File: config.mk
export PLATFORM = sky130hd
export DESIGN_NAME = i2s_rx_ctrl
export DESIGN_NICKNAME = d
export VERILOG_FILES = /design/src/rtl/i2s_pkg.sv /design/src/rtl/i2s_rx_fifo.sv /design/src/rtl/i2s_rx_ctrl.sv
export SDC_FILE = /design/constraint.sdc
export NUM_CORES = 1
export LEC_CHECK = 0
export CAP_MARGIN = 5
export CORE_AREA = 2 2 149 151
export DETAILED_ROUTE_END_ITERATION = 12
export DIE_AREA = 0 0 151 153
export PLACE_DENSITY = 0.84
export SYNTH_ARGS = -nofsm -noshare
export SYNTH_HDL_FRONTEND = slang
export SYNTH_SLANG_ARGS = --single-unit
File: constraint.sdc
create_clock -name clk -period 6.9 [get_ports clk]
set_input_delay 1.725 -clock clk [delete_from_list [all_inputs] [get_ports clk]]
set_output_delay 1.725 -clock clk [all_outputs]
set_load 0.005 [all_outputs]
File: src/rtl/i2s_pkg.sv
// rtl/i2s_pkg.sv - shared types and constants for the i2s receive sequencer
package i2s_pkg;

  typedef enum logic [1:0] {
    IDLE = 2'd0,
    SYNC = 2'd1,
    RUN  = 2'd2,
    STOP = 2'd3
  } state_t;

  localparam logic CH_LEFT  = 1'b0;
  localparam logic CH_RIGHT = 1'b1;

  localparam int DEFAULT_DEPTH = 8;

endpackage

File: src/rtl/i2s_rx_fifo.sv
// rtl/i2s_rx_fifo.sv - first-word-fall-through FIFO of 32-bit words with a channel tag
module i2s_rx_fifo
  import i2s_pkg::*;
#(
  parameter int DEPTH = DEFAULT_DEPTH,
  parameter int CW    = $clog2(DEPTH) + 1
) (
  input  logic          clk,
  input  logic          rst_n,
  input  logic          push,
  input  logic [32:0]   wdata,
  input  logic          pop,
  input  logic          flush,
  output logic [32:0]   rdata,
  output logic [CW-1:0] count,
  output logic          full,
  output logic          empty
);

  localparam int AW = $clog2(DEPTH);

  logic [32:0]   r_mem [DEPTH];
  logic [AW-1:0] r_wr_ptr;
  logic [AW-1:0] r_rd_ptr;
  logic [CW-1:0] r_count;
  logic          w_pop;
  logic          w_push;

  assign empty  = (r_count == '0);
  assign full   = (r_count == CW'(DEPTH));
  assign w_pop  = pop && !empty;
  // A push into a full FIFO is only legal because a pop frees the slot this cycle.
  assign w_push = push && (!full || w_pop);

  always_ff @(posedge clk or negedge rst_n) begin
    if (!rst_n) begin
      r_wr_ptr <= '0;
      r_rd_ptr <= '0;
      r_count  <= '0;
    end else if (flush) begin
      r_wr_ptr <= '0;
      r_rd_ptr <= '0;
      r_count  <= '0;
    end else begin
      if (w_push) r_wr_ptr <= r_wr_ptr + AW'(1);
      if (w_pop)  r_rd_ptr <= r_rd_ptr + AW'(1);
      if (w_push && !w_pop)      r_count <= r_count + CW'(1);
      else if (!w_push && w_pop) r_count <= r_count - CW'(1);
    end
  end

  always_ff @(posedge clk) begin
    if (w_push && !flush) r_mem[r_wr_ptr] <= wdata;
  end

  assign rdata = empty ? '0 : r_mem[r_rd_ptr];
  assign count = r_count;

endmodule

File: src/rtl/i2s_rx_ctrl.sv
// rtl/i2s_rx_ctrl.sv - gates the i2s core, filters and buffers words, requests DMA service
module i2s_rx_ctrl
  import i2s_pkg::*;
#(
  parameter int DEPTH = DEFAULT_DEPTH,
  parameter int CW    = $clog2(DEPTH) + 1
) (
  input  logic          clk,
  input  logic          rst_n,
  input  logic          cfg_en,
  input  logic [1:0]    cfg_chan,
  input  logic [CW-1:0] cfg_thresh,
  input  logic          fifo_flush,
  input  logic          ovf_clr,
  output logic          i2s_en,
  input  logic          i2s_done,
  input  logic [31:0]   i2s_data,
  input  logic          i2s_ws,
  output logic          dma_req,
  input  logic          dma_ack,
  output logic [31:0]   rd_data,
  output logic          rd_chan,
  output logic [CW-1:0] count,
  output logic          busy,
  output logic          ovf
);

  state_t        r_state;
  logic          r_i2s_en;
  logic          r_cap_vld;
  logic [31:0]   r_cap_data;
  logic          r_cap_chan;
  logic          r_ovf;
  logic [1:0]    w_chan;
  logic          w_accept;
  logic          w_full;
  logic          w_empty;
  logic          w_drop;
  logic [32:0]   w_rdata;
  logic [CW-1:0] w_count;
  logic [CW-1:0] w_eff_thresh;

  assign w_chan   = (cfg_chan == 2'b00) ? 2'b11 : cfg_chan;
  assign w_accept = (i2s_ws == CH_LEFT) ? w_chan[0] : w_chan[1];

  always_ff @(posedge clk or negedge rst_n) begin
    if (!rst_n) begin
      r_state    <= IDLE;
      r_i2s_en   <= 1'b0;
      r_cap_vld  <= 1'b0;
      r_cap_data <= '0;
      r_cap_chan <= CH_LEFT;
    end else begin
      r_cap_vld <= 1'b0;
      case (r_state)
        IDLE: if (cfg_en) begin
          r_state  <= SYNC;
          r_i2s_en <= 1'b1;
        end
        // The first word after enabling was only partly shifted in, so it is dropped.
        SYNC: if (i2s_done) begin
          r_state <= RUN;
        end else if (!cfg_en) begin
          r_state  <= IDLE;
          r_i2s_en <= 1'b0;
        end
        RUN: if (!cfg_en) r_state <= STOP;
        STOP: if (i2s_done) begin
          r_state  <= IDLE;
          r_i2s_en <= 1'b0;
        end else if (cfg_en) begin
          r_state <= RUN;
        end
        default: r_state <= IDLE;
      endcase
      if ((r_state == RUN || r_state == STOP) && i2s_done && w_accept) begin
        r_cap_vld  <= 1'b1;
        r_cap_data <= i2s_data;
        r_cap_chan <= i2s_ws;
      end
    end
  end

  // When full, dma_ack is always an effective pop, so the push then goes through.
  assign w_drop = r_cap_vld && w_full && !dma_ack;

  always_ff @(posedge clk or negedge rst_n) begin
    if (!rst_n)       r_ovf <= 1'b0;
    else if (w_drop)  r_ovf <= 1'b1;
    else if (ovf_clr) r_ovf <= 1'b0;
  end

  i2s_rx_fifo #(.DEPTH(DEPTH), .CW(CW)) u_fifo (
    .clk   (clk),
    .rst_n (rst_n),
    .push  (r_cap_vld),
    .wdata ({r_cap_chan, r_cap_data}),
    .pop   (dma_ack),
    .flush (fifo_flush),
    .rdata (w_rdata),
    .count (w_count),
    .full  (w_full),
    .empty (w_empty)
  );

  always_comb begin
    w_eff_thresh = cfg_thresh;
    if (cfg_thresh == '0)               w_eff_thresh = CW'(1);
    else if (cfg_thresh > CW'(DEPTH))   w_eff_thresh = CW'(DEPTH);
  end

  assign i2s_en  = r_i2s_en;
  assign busy    = (r_state != IDLE);
  assign ovf     = r_ovf;
  assign count   = w_count;
  assign dma_req = (w_count >= w_eff_thresh);
  assign rd_data = w_rdata[31:0];
  assign rd_chan = w_rdata[32] & ~w_empty;

endmodule
==> results_dict.tcl <==
set metrics [dict create \
    start_util_pct 57.3 \
    crit_end "dma_req" \
    area_delta_synth_final_pct 18.0 \
    first_pass_iters 5 \
    ys_ff_latch 312 \
    place_hpwl_um 13600 \
    die_w_um 151 \
    ys_seq_area_share_pct 74.1 \
    critPathMaxFanout 2 \
    place.gp.congestion 0.753 \
    tightest_slew_ns 1.20 \
    cp_data_required_time_ns 5.18 \
    ys.flop_type "edfxtp_1" \
    placementRows 54 \
    coreArea_um2 21500 \
    grtUsageTotal_pct 22.0 \
    crit_chain "clkdlybuf4s50_1 -> nor2_1 -> nor2_1 -> nor2_1 -> ha_1 -> nand2b_1 -> a21o_1 -> a21o_1 -> a21o_1 -> clkdlybuf4s50_1" \
    finalHoldViolCount 0 \
    syn-num-nets 659 \
    critPathLaunch "cfg_thresh[1]" \
    cp_top_family "buffers and inverters" \
    setup_viol 0 \
    via_count 6074 \
    clock_sinks 312 \
    post-route-drc-count 0 \
    cts_tree "built" \
    r2r-end "u_fifo.count[3]$_DFFE_PN0P_" \
    drive_gt1_share_pct 23.2 \
    cp.arrival_ns 3.76 \
    r2r_cells 8 \
    setup_slack_ns 1.41 \
    crit_type "in -> out" \
    async_flop_share_pct 15.4 \
    grt_max_degree 49 \
    cts.root.buffer_cell "clkbuf_16" \
    grt_pass1_wl_um 37600 \
    ys_types 41 \
    io-pin-count 87 \
    grt_overflow_total 0 \
    r2r_slack_ns 3.91 \
    antenna_found_initial 0 \
    synth_cells 604 \
    clkTransAtPathRegs_ns 0.06 \
    register_area_um2 9140 \
    p_per_area_nw_per_um2 402 \
    antennaDiodeCount 0 \
    nets 766 \
    slew_headroom_pct 20.0 \
    tns_ns 0 \
    min_path_type "reg -> reg" \
    multi_input_area_um2 3030 \
    ctsResizeCount 0 \
    cts_hold_buf 0 \
    fmaxAchievable_ghz 0.182 \
    syn_area_um2 12300 \
    fin_skew_ns 0.0165 \
    timing.critical_path.buf_inv 2 \
    grt_pass1_vias 6436 \
    layout_min_cycle_time_ns 5.49 \
    worstSetupStartpointType "input pin" \
    peakVddDrop_v 0.000298 \
    clk_latency_ns 0.55 \
    outcome "finished clean" \
    htree_levels 1 \
    slew_violations 0 \
    critical_path_cell_count 10 \
    cts_buffers 29 \
    cp_slowest_stage_delay_ns 0.47 \
    wire_per_inst_um 24.0 \
    routed_wl_um 24300 \
    finalCritPeriodShare_pct 79.5 \
    rsz0062_at_grt "false" \
    drtAntennaViolNets 0 \
    syn_area_per_cell_um2 20.4 \
    clock_path_buffers 3 \
    maxCapViolations 0 \
    post_cts_buffers 0 \
    dp_worst_setup_slack_ns 1.41 \
    synth_edf_count 264 \
    fp.dieH_um 153 \
    die_area_um2 23100 \
    slowest_stage "clkdlybuf4s50_1" \
    drt_iter0_drc 514 \
    endpoint_kind "output port" \
    io_buffer_count 86 \
    vias_per_cell 6.00 \
    synth_warnings 0 \
    fillCellCount 1313 \
    p_leak_uw 0.00475 \
    r2r_start "u_fifo.count[1]$_DFFE_PN0P_" \
]
[layer usage]
layer,global-route usage (%),vias up,part of all wire [%]
met5,0,-,0
li1,-,2632,-
met1,29.2,3175,38
met3,4.15,40,6.5
met4,6.19,0,2.1
met2,37.6,227,53
[report_power, final]
group	total [uW]	leakage [uW]	switching (uW)	internal, uW
clock network	1660	0.000479	662	995
logic	1380	0.00131	572	804
registers	2810	0.00296	357	2450
total	5840	0.00475	1590	4250
[cell type report]
type	count	area share, %
Inverter	6	0.155
Tap cell	280	2.41
Clock inverter	19	1.72
Multi-Input combinational cell	256	20.8
Sequential cell	312	62.8
Timing Repair Buffer	106	6.92
Clock buffer	34	5.12
[cells in the mapped netlist, types with 2 or more instances]
cell        n  area (um2)
a211oi_1    2        15.0
a211oi_4    2        40.0
a21o_1      4        30.0
a21oi_1     3        15.0
buf_2       9        45.0
buf_4       2        15.0
buf_6       9         101
clkbuf_1   10        37.5
dfrtp_1    48        1200
edfxtp_1  264        7930
ha_1        8         100
inv_1       6        22.5
mux2_1     11         124
mux2_2     22         248
mux2i_1    35         350
mux4_2     66        1490
nand2_1     8        30.0
nand2b_1    2        12.5
nand3b_1    3        22.5
nor2_1     54         203
nor3_1      4        20.0
nor4_2      2        25.0
o211ai_1    3        22.5
o21ai_0     3        15.0
xnor2_1     5        43.8
xor2_1      4        35.0
[through the flow]
| stage | instances | hold WS, ns | util, % | total power, uW | area, um2 |
|---|---|---|---|---|---|
| 6_report | 1013 | 0.509 | 67.7 | 5840 | 14500 |
| 5_1_grt | 1013 | 0.543 | 67.7 | 6110 | 14500 |
| 4_1_cts | 1013 | 0.503 | 67.7 | 5880 | 14500 |
| 3_5_place_dp | 960 | 0.492 | 63.0 | 4210 | 13500 |
| 3_3_place_gp | 960 | 0.464 | 63.0 | 4120 | 13500 |
| 2_1_floorplan | 604 | 0.450 | - | 3610 | 12300 |
[worst reg2reg max path: stages, from the launching register on]
cell and delay (ns):
dfrtp_1 0.51, nor4_4 0.32, buf_4 0.48, o21ai_0 0.28
ha_1 0.34, a211oi_1 0.48, o21ai_0 0.18, a31oi_1 0.18
a21oi_1 0.08
[worst min path at each step]
stage | from | end | slack (ns) | cells past startpoint
floorplan | r_state[0]$_DFFE_PN0P_ | r_state[0]$_DFFE_PN0P_ | 0.45 | 1
global placement | r_state[0]$_DFFE_PN0P_ | r_state[0]$_DFFE_PN0P_ | 0.46 | 1
detailed placement | r_state[0]$_DFFE_PN0P_ | r_state[0]$_DFFE_PN0P_ | 0.49 | 1
CTS | r_state[0]$_DFFE_PN0P_ | r_state[0]$_DFFE_PN0P_ | 0.50 | 1
global route | r_state[0]$_DFFE_PN0P_ | r_state[0]$_DFFE_PN0P_ | 0.54 | 1
finish | r_state[0]$_DFFE_PN0P_ | r_state[0]$_DFFE_PN0P_ | 0.51 | 1
[cell usage in the layout, fill, tap and decap left out, types with 2 or more instances in the layout]
master / count
nor4_2: 2
buf_4: 20
nand3b_1: 3
a211oi_4: 2
clkinv_2: 3
a21oi_1: 3
bufinv_16: 6
nor2_4: 3
ha_1: 8
o21ai_0: 3
nor2_1: 51
dfrtp_2: 2
clkdlybuf4s50_1: 85
clkbuf_16: 29
nand2b_1: 2
mux2i_1: 35
xor2_1: 4
mux4_2: 66
dfrtp_1: 45
nor3_2: 3
edfxtp_1: 264
mux2_1: 11
a211oi_1: 2
clkbuf_1: 5
inv_1: 6
o211ai_1: 3
clkinvlp_4: 2
inv_6: 2
a21o_1: 4
mux2_2: 22
nand2_1: 8
xnor2_1: 5
clkinv_1: 6
[cells by family (layout without fill, tap and decap cells)]
group | Yosys count | in the layout | share of synthesized area (%)
AOI/OAI and AO/OA | 24 | 24 | 1.63
xor gates and xnor gates | 9 | 9 | 0.640
adders and majority gates | 9 | 9 | 0.975
buffers and inverters | 36 | 165 | 1.80
DFF | 312 | 312 | 74.1
muxes | 134 | 134 | 17.9
and+or+nand+nor | 80 | 80 | 2.94
[state kept, by name, summed over array words and instances (netlist names)]
signal and flops:
i2s_en 1, ovf 1, r_cap_chan 1, r_cap_data 32
r_cap_vld 1, r_state 2, u_fifo.count 4, u_fifo.r_mem 264
u_fifo.r_rd_ptr 3, u_fifo.r_wr_ptr 3
(Power assumes the default switching activity.)
